<file path="src/rtl/seq101_arb_if.sv">
// Bundle of the requester-side bit streams and the status outputs of seq101_arb.
// The master side drives requests and data; the slave side is the scheduler.
interface seq101_arb_if #(
    parameter int unsigned CW = 8
);
    logic [1:0]    req;
    logic [1:0]    valid;
    logic [1:0]    din;
    logic          cnt_clr;
    logic [1:0]    gnt;
    logic          owner;
    logic          det_y;
    logic          frame_done;
    logic          aborted;
    logic [CW-1:0] hit_cnt0;
    logic [CW-1:0] hit_cnt1;

    modport master (
        output req, valid, din, cnt_clr,
        input  gnt, owner, det_y, frame_done, aborted, hit_cnt0, hit_cnt1
    );

    modport slave (
        input  req, valid, din, cnt_clr,
        output gnt, owner, det_y, frame_done, aborted, hit_cnt0, hit_cnt1
    );
endinterface

</file>
<file path="src/rtl/seq101_arb.sv">
// Round-robin sharing of one overlapping "101" Moore detector between two serial
// requesters, one frame of FRAME_LEN accepted bits per grant, with saturating hit counters.
module seq101_arb #(
    parameter int unsigned FRAME_LEN = 8,
    parameter int unsigned CW        = 8
) (
    input  logic         clk,
    input  logic         rst,
    seq101_arb_if.slave  bus
);
    typedef enum logic [1:0] {
        ST_IDLE = 2'd0,
        ST_RUN  = 2'd1,
        ST_DONE = 2'd2
    } state_t;

    typedef enum logic [1:0] {
        DET_S0 = 2'd0,
        DET_S1 = 2'd1,
        DET_S2 = 2'd2,
        DET_S3 = 2'd3
    } det_t;

    localparam logic [7:0]    LAST_IDX = 8'(FRAME_LEN - 1);
    localparam logic [CW-1:0] CNT_MAX  = {CW{1'b1}};
    localparam logic [CW-1:0] CNT_ONE  = CW'(1'b1);

    state_t        r_state;
    state_t        w_state_nxt;
    det_t          r_det;
    det_t          w_det_nxt;
    logic [7:0]    r_bitcnt;
    logic [7:0]    w_bitcnt_nxt;
    logic          r_owner;
    logic          w_owner_nxt;
    logic          r_last;
    logic          w_last_nxt;
    logic          r_aborted;
    logic          w_aborted_nxt;
    logic [CW-1:0] r_cnt0;
    logic [CW-1:0] w_cnt0_nxt;
    logic [CW-1:0] r_cnt1;
    logic [CW-1:0] w_cnt1_nxt;

    logic w_own_req;
    logic w_accept;
    logic w_hit;
    logic w_start;

    function automatic det_t det_step(input det_t s, input logic b);
        det_t n;
        case (s)
            DET_S0:  n = b ? DET_S1 : DET_S0;
            DET_S1:  n = b ? DET_S1 : DET_S2;
            DET_S2:  n = b ? DET_S3 : DET_S0;
            DET_S3:  n = b ? DET_S1 : DET_S2;
            default: n = DET_S0;
        endcase
        return n;
    endfunction

    // Only the granted requester's lines matter; everything else is ignored.
    assign w_own_req = bus.req[r_owner];
    assign w_accept  = (r_state == ST_RUN) && w_own_req && bus.valid[r_owner];
    assign w_hit     = w_accept && (r_det == DET_S2) && bus.din[r_owner];
    assign w_start   = (r_state == ST_IDLE) && (bus.req != 2'b00);

    // Controller next-state, detector and bit-counter update.
    always_comb begin
        w_state_nxt   = r_state;
        w_owner_nxt   = r_owner;
        w_last_nxt    = r_last;
        w_det_nxt     = r_det;
        w_bitcnt_nxt  = r_bitcnt;
        w_aborted_nxt = 1'b0;
        case (r_state)
            ST_IDLE: begin
                if (w_start) begin
                    w_state_nxt  = ST_RUN;
                    w_owner_nxt  = (bus.req == 2'b11) ? ~r_last : bus.req[1];
                    w_det_nxt    = DET_S0;
                    w_bitcnt_nxt = 8'd0;
                end else begin
                    w_state_nxt = ST_IDLE;
                end
            end
            ST_RUN: begin
                if (!w_own_req) begin
                    w_state_nxt   = ST_DONE;
                    w_aborted_nxt = 1'b1;
                end else if (w_accept) begin
                    w_det_nxt    = det_step(r_det, bus.din[r_owner]);
                    w_bitcnt_nxt = r_bitcnt + 8'd1;
                    w_state_nxt  = (r_bitcnt == LAST_IDX) ? ST_DONE : ST_RUN;
                end else begin
                    w_state_nxt = ST_RUN;
                end
            end
            ST_DONE: begin
                w_state_nxt = ST_IDLE;
                w_last_nxt  = r_owner;
            end
            default: begin
                w_state_nxt = ST_IDLE;
            end
        endcase
    end

    // Saturating hit counters; a clear beats a simultaneous increment.
    always_comb begin
        w_cnt0_nxt = r_cnt0;
        w_cnt1_nxt = r_cnt1;
        if (bus.cnt_clr) begin
            w_cnt0_nxt = {CW{1'b0}};
            w_cnt1_nxt = {CW{1'b0}};
        end else if (w_hit && !r_owner && (r_cnt0 != CNT_MAX)) begin
            w_cnt0_nxt = r_cnt0 + CNT_ONE;
        end else if (w_hit && r_owner && (r_cnt1 != CNT_MAX)) begin
            w_cnt1_nxt = r_cnt1 + CNT_ONE;
        end else begin
            w_cnt0_nxt = r_cnt0;
            w_cnt1_nxt = r_cnt1;
        end
    end

    // Controller state register; r_last=1 lets requester 0 win the first tie.
    always_ff @(posedge clk) begin
        if (rst) begin
            r_state   <= ST_IDLE;
            r_det     <= DET_S0;
            r_bitcnt  <= 8'd0;
            r_owner   <= 1'b0;
            r_last    <= 1'b1;
            r_aborted <= 1'b0;
        end else begin
            r_state   <= w_state_nxt;
            r_det     <= w_det_nxt;
            r_bitcnt  <= w_bitcnt_nxt;
            r_owner   <= w_owner_nxt;
            r_last    <= w_last_nxt;
            r_aborted <= w_aborted_nxt;
        end
    end

    // Hit counter registers.
    always_ff @(posedge clk) begin
        if (rst) begin
            r_cnt0 <= {CW{1'b0}};
            r_cnt1 <= {CW{1'b0}};
        end else begin
            r_cnt0 <= w_cnt0_nxt;
            r_cnt1 <= w_cnt1_nxt;
        end
    end

    assign bus.gnt        = (r_state == ST_RUN) ? (r_owner ? 2'b10 : 2'b01) : 2'b00;
    assign bus.owner      = r_owner;
    assign bus.det_y      = (r_det == DET_S3);
    assign bus.frame_done = (r_state == ST_DONE);
    assign bus.aborted    = r_aborted;
    assign bus.hit_cnt0   = r_cnt0;
    assign bus.hit_cnt1   = r_cnt1;
endmodule
</file>
<file path="src/flat_wrapper.sv">
// flat-port wrapper written by rule: the top's interface ports become plain ports
module seq101_arb_flat 
#(
    parameter int unsigned FRAME_LEN = 8,
    parameter int unsigned CW        = 8
)
  (clk, rst, bus_req, bus_valid, bus_din, bus_cnt_clr, bus_gnt, bus_owner, bus_det_y, bus_frame_done, bus_aborted, bus_hit_cnt0, bus_hit_cnt1);
  seq101_arb_if #(.CW(CW)) bus_i ();
  input  logic clk;
  input  logic rst;
  input wire logic [$bits(bus_i.req)-1:0] bus_req;
  input wire logic [$bits(bus_i.valid)-1:0] bus_valid;
  input wire logic [$bits(bus_i.din)-1:0] bus_din;
  input wire logic [$bits(bus_i.cnt_clr)-1:0] bus_cnt_clr;
  output wire logic [$bits(bus_i.gnt)-1:0] bus_gnt;
  output wire logic [$bits(bus_i.owner)-1:0] bus_owner;
  output wire logic [$bits(bus_i.det_y)-1:0] bus_det_y;
  output wire logic [$bits(bus_i.frame_done)-1:0] bus_frame_done;
  output wire logic [$bits(bus_i.aborted)-1:0] bus_aborted;
  output wire logic [$bits(bus_i.hit_cnt0)-1:0] bus_hit_cnt0;
  output wire logic [$bits(bus_i.hit_cnt1)-1:0] bus_hit_cnt1;
  assign bus_i.req = bus_req;
  assign bus_i.valid = bus_valid;
  assign bus_i.din = bus_din;
  assign bus_i.cnt_clr = bus_cnt_clr;
  assign bus_gnt = bus_i.gnt;
  assign bus_owner = bus_i.owner;
  assign bus_det_y = bus_i.det_y;
  assign bus_frame_done = bus_i.frame_done;
  assign bus_aborted = bus_i.aborted;
  assign bus_hit_cnt0 = bus_i.hit_cnt0;
  assign bus_hit_cnt1 = bus_i.hit_cnt1;
  seq101_arb #(.FRAME_LEN(FRAME_LEN), .CW(CW)) u_core (.clk(clk), .rst(rst), .bus(bus_i));
endmodule
</file>
<file path="config.mk">
export PLATFORM = sky130hd
export DESIGN_NAME = seq101_arb_flat
export DESIGN_NICKNAME = d
export VERILOG_FILES = /design/src/rtl/seq101_arb_if.sv /design/src/rtl/seq101_arb.sv /design/src/flat_wrapper.sv
export SDC_FILE = /design/constraint.sdc
export NUM_CORES = 1
export LEC_CHECK = 0
export BUFFER_PORTS_ARGS = -buffer_cell sky130_fd_sc_hd__buf_4
export CAP_MARGIN = 0
export CORE_UTILIZATION = 48
export DETAILED_ROUTE_END_ITERATION = 7
export PLACE_DENSITY = 0.74
export RECOVER_POWER = 50
export SLEW_MARGIN = 20
export SYNTH_ARGS = -nofsm -noshare
export SYNTH_HDL_FRONTEND = slang
export SYNTH_SLANG_ARGS = --single-unit
export TNS_END_PERCENT = 10
</file>
<file path="constraint.sdc">
create_clock -name clk -period 4.69 [get_ports clk]
set_clock_uncertainty 0.2 [all_clocks]
set_input_delay 0.938 -clock clk [delete_from_list [all_inputs] [get_ports clk]]
set_output_delay 0.938 -clock clk [all_outputs]
set_load 0.02 [all_outputs]
</file>
After elaboration in Yosys (flattened, before gate mapping) --
Cells that the tools add are included.
Operators by class: add/subtract/negate cells 3, magnitude comparators 1, eq/ne operators 12, mux-type cells 27, bitwise logic cells 3, reductions and logical operators 20
Operator list (count):
- adder 8 x 1 -> 8 bit, second input constant | 3
- two-way mux 8 bit | 3
- two-way mux 2 bit | 10
- != test 8 bit, second input constant | 2
- one-hot mux 8 bit (2 select lines) | 1
- two-way mux 1 bit | 10
- logical AND 1 bit | 9
- == test 2 bit, second input constant | 4
- == test 8 x 3 -> 1 bit, second input constant | 1
- one-hot mux 2 bit (2 select lines) | 2
- != test 2 x 1 -> 1 bit, second input constant | 3
- one-hot mux 2 bit (3 select lines) | 1
- OR reduction 2 bit | 3
- == test 2 x 1 -> 1 bit, second input constant | 2
- logical NOT 2 bit | 2
- AND reduction 2 bit | 2
- AND reduction 4 bit | 1
- nonzero test 2 bit | 2
- inverter 1 bit | 3
- < comparator 1 x 2 -> 1 bit, second input constant | 1
- logical NOT 1 bit | 1
Storage, ports and cells: flip-flop bits (word level) 31, input port bits 9, output and inout bits 22, logic and storage cells 74

Logic depth before layout (Yosys ltp) --
word-level depth 10, depth in mapped cells 7

Worst setup path after synthesis --
Ideal clock, no wire load.
path type input to register, start in bus_din[1], end reg u_core.r_cnt0[5] (netlist: u_core.bus.hit_cnt0[5]), library setup time 70 ps, arrival time 2001 ps, required time 4420 ps, path slack 2419 ps, cell stages on the path 5, cells stage by stage mux2_2 nand4_4 buf_6 or4_1 a21oi_1
Between the ends: word-level cells in the longest chain between the ends 5
Ends and longest elaborated chain:
- start: declaration | RTL line flat_wrapper.sv:13 | input wire logic [$bits(bus_i.din)-1:0] bus_din;
- two-way mux 1 bit (implied by the code) (2 in series) | RTL line seq101_arb.sv:65 | assign w_hit = w_accept && (r_det == DET_S2) && bus.din[r_owner];
- logical AND 1 bit | RTL line seq101_arb.sv:65
- logical AND 1 bit (2 in series) | RTL line seq101_arb.sv:116 | end else if (w_hit && !r_owner && (r_cnt0 != CNT_MAX)) begin
- end signal: assignment | RTL line seq101_arb.sv:148 | r_cnt0 <= {CW{1'b0}};
- end signal: assignment | RTL line seq101_arb.sv:151 | r_cnt0 <= w_cnt0_nxt;
- end: declaration | RTL line seq101_arb.sv:40 | logic [CW-1:0] r_cnt0;
Every way passes these cells. The select of a mux whose other input is x is not followed. A chain may end at the register's enable or synchronous reset.

Final worst setup path --
start reg u_core.r_state[0], end out bus_gnt[1]
Between the ends: word-level cells in the longest chain between the ends 2
Ends and longest elaborated chain:
- start: declaration | RTL line seq101_arb.sv:28 | state_t r_state;
- start signal: assignment | RTL line seq101_arb.sv:136 | r_state <= w_state_nxt;
- == test 2 x 1 -> 1 bit | RTL line seq101_arb.sv:156 | assign bus.gnt = (r_state == ST_RUN) ? (r_owner ? 2'b10 : 2'b01) : 2'b00;
- two-way mux 2 bit | RTL line seq101_arb.sv:156
- end: declaration | RTL line flat_wrapper.sv:15 | output wire logic [$bits(bus_i.gnt)-1:0] bus_gnt;
Every way passes these cells.

==> results by group <==
CTS
  – Setup Buffers After CTS: 0
  – Clk root buf: clkbuf_4
  – H-tree depth: 2
  – CTS sink count: 31
  – Number of clock buffers inserted by TritonCTS: 5
  – Clock Tree Buf Depth: 2
  – Cells resized by post-CTS repair: 0
  – CTS Hold Bufs: 0
  – Later-pin clock latency in the skew report: 0.34 ns
  – Reg clk slew, reported paths: 0.09 ns
  – CTS tree: built

Worst setup path
  – Depth of the most critical reg-to-reg path: 4
  – WP data required: 3.55 ns
  – Worst Setup End Kind: output port
  – FF-to-FF setup slack: 2.10 ns
  – CP startpoint: u_core.r_state[0]$_SDFF_PP0_
  – Critical path class: flip-flop to output port
  – Reg-to-Reg Start: u_core.r_state[0]$_SDFF_PP0_
  – Critical Path AT: 1.77 ns
  – CP Max Fanout: 10
  – Worst r2r dst: u_core.bus.hit_cnt1[5]$_SDFFE_PP0P_
  – Setup crit start kind: flip-flop

Min path
  – Hold Path Class: flip-flop to flip-flop
  – Hold_sp: u_core.r_det[0]$_SDFFE_PP0P_
  – Hold depth: 2
  – Hold EP: u_core.r_det[0]$_SDFFE_PP0P_

STA
  – Max_slew headroom: 35.4%
  – Pins over their slew limit: 0
  – Worst setup margin: 1.78 ns
  – Final setup vio count: 0
  – Endpoints failing hold: 0
  – Slew @ Worst Pin: 0.965 ns
  – RSZ-0062 raised after global routing: no
  – Fin crit share: 62.0%
  – Minimum clock period: 2.91 ns
  – Setup TNS: 0 ns
  – Hold WS: 0.295 ns
  – Fmax: 0.344 GHz

GRT
  – Vias in the first global route: 1,483
  – First-pass GRT wire length: 6570 um
  – Initial antenna violation count: 0
  – Largest net degree at the start of global routing: 22
  – Overall Global Routing Usage: 23.8%
  – Congestion Overflow GR: 0

Logic synthesis
  – #FFs+latches synth: 31
  – Yosys warning total: 0
  – Synth Flop Type: dfxtp_1
  – Post-synth top area share: 37.4%
  – Mapped Area: 1660 um^2
  – Top cells by count, synth: dfxtp_1, a21oi_1, nand2_1, nand3_1, or4_1
  – Unique masters post-synth: 48
  – Synthesized net count: 207
  – Yosys top cell by area: dfxtp_1
  – Number of synthesized flops with an enable pin: 0
  – Most common cell in the netlist: dfxtp_1
  – Cells after Synth: 195
  – Synth top area cells: dfxtp_1, a21oi_1, nand3_1
  – Mean Syn Cell Area: 8.50 um^2
  – Post-synth ARST share: 0%
  – Sequential area share after synthesis: 37.4%

Place
  – DP Worst Slack: 2.09 ns
  – Post-DP HPWL: 2770 um
  – Buffers on Ports: 30
  – Routability cong.: 0.804

Floorplan
  – Die height: 60.8 um
  – Die area: 3690 um^2
  – Io pins: 31
  – Total core area: 3150 um^2
  – Rows: 20
  – Die W: 60.8 um
  – Initial Util: 52.6%

Run
  – Max-Cap Viols: 0

Detailed routing
  – TritonRoute pass-1 iters: 4
  – Iter 0 DRT Violations: 96
  – Antenna viol nets, final: 0
  – Drt wl/cell: 14.7 um
  – Vias per inst: 6.10
  – DRC violations left: 0
  – DRT Wirelength: 3940 um
  – Via count: 1,641

Layout
  – Layout area overhead: 15.7%
  – Antenna diodes: 0
  – Fraction of layout cells with a size suffix above 1: 15.6%
  – Layout Nets: 236

Status
  – Outcome: finished, final reports clean

Power
  – Leakage power: 0.645 nW
  – Max VDD drop: 159 uV
  – Pwr per Cell Area: 289 nW/um^2
-- how the worst max path moves through the flow --
stage                                                endpoint  slack [ns]  cells past startpoint
after detailed placement  u_core.bus.hit_cnt1[5]$_SDFFE_PP0P_        2.09                      5
after floorplan           u_core.bus.hit_cnt0[5]$_SDFFE_PP0P_        2.42                      5
after global placement    u_core.bus.hit_cnt1[4]$_SDFFE_PP0P_        2.17                      5
after CTS                                          bus_gnt[1]        1.77                      3
after global routing                               bus_gnt[1]        1.65                      3
final                                              bus_gnt[1]        1.78                      3
-- critical path, cell delays in order, from the launching register on --
cell	delay [ns]
dfxtp_1	0.50
nor2b_1	0.55
and2_2	0.25
buf_4	0.13
-- placed cells by master (no fill, tap or decap), types with 3 or more instances in the layout --
master | Yosys | layout
buf_4 | 2 | 16
clkbuf_4 | 0 | 5
o211ai_1 | 4 | 4
o21ai_0 | 7 | 7
a21oi_1 | 19 | 19
nand3_1 | 16 | 16
nor2b_1 | 3 | 3
or3_1 | 5 | 5
nand4_1 | 4 | 4
clkbuf_1 | 3 | 14
ha_1 | 3 | 3
o31ai_1 | 7 | 7
nor2_1 | 9 | 9
mux2i_1 | 3 | 3
and3_1 | 3 | 3
dfxtp_1 | 31 | 31
or4_1 | 10 | 10
nor3_1 | 4 | 4
nand2_1 | 16 | 16
nand2b_1 | 3 | 3
inv_1 | 5 | 5
-- layer usage --
layer	part of all wire (%)	track usage, %
met5	0	0
met4	1.6	9.74
met3	5.3	6.61
met2	48	41.0
met1	45	27.7
-- final cells by class --
cell class,instances,area (um^2)
inverter,5,18.8
tap,44,55.1
fill,319,1230
multi-input combinational,151,965
sequential,31,621
clock buffer,6,51.3
clock inverter,2,35.0
timing repair buffer,30,173
-- cell families after synthesis --
family	share of synthesized area [%]
simple gates	30.9
compound gates	21.8
flops	37.4
buf+inv	4.38
mux	3.17
fa+ha+maj	2.26
-- where the power goes --
group | internal [W] | switching [W]
logic | 0.0000216 | 0.0000343
registers | 0.000267 | 0.00000678
clock network | 0.000126 | 0.0000979
-- through the flow --
step / instance area, um^2 / util (%) / power, W / instances
finish: 1920 / 60.8 / 0.000553 / 269
global route: 1920 / 60.8 / 0.000578 / 269
CTS: 1970 / 62.5 / 0.000556 / 269
detailed placement: 1880 / 59.8 / 0.000335 / 261
global placement: 1880 / 59.8 / 0.000334 / 261
floorplan: 1660 / - / 0.000319 / 195
-- state kept, by name, summed over array words and instances (netlist names) --
| register | cells |
|---|---|
| u_core.bus.aborted | 1 |
| u_core.bus.hit_cnt0 | 8 |
| u_core.bus.hit_cnt1 | 8 |
| u_core.bus.owner | 1 |
| u_core.r_bitcnt | 8 |
| u_core.r_det | 2 |
| u_core.r_last | 1 |
| u_core.r_state | 2 |
Power figures use the tool's default switching activity.
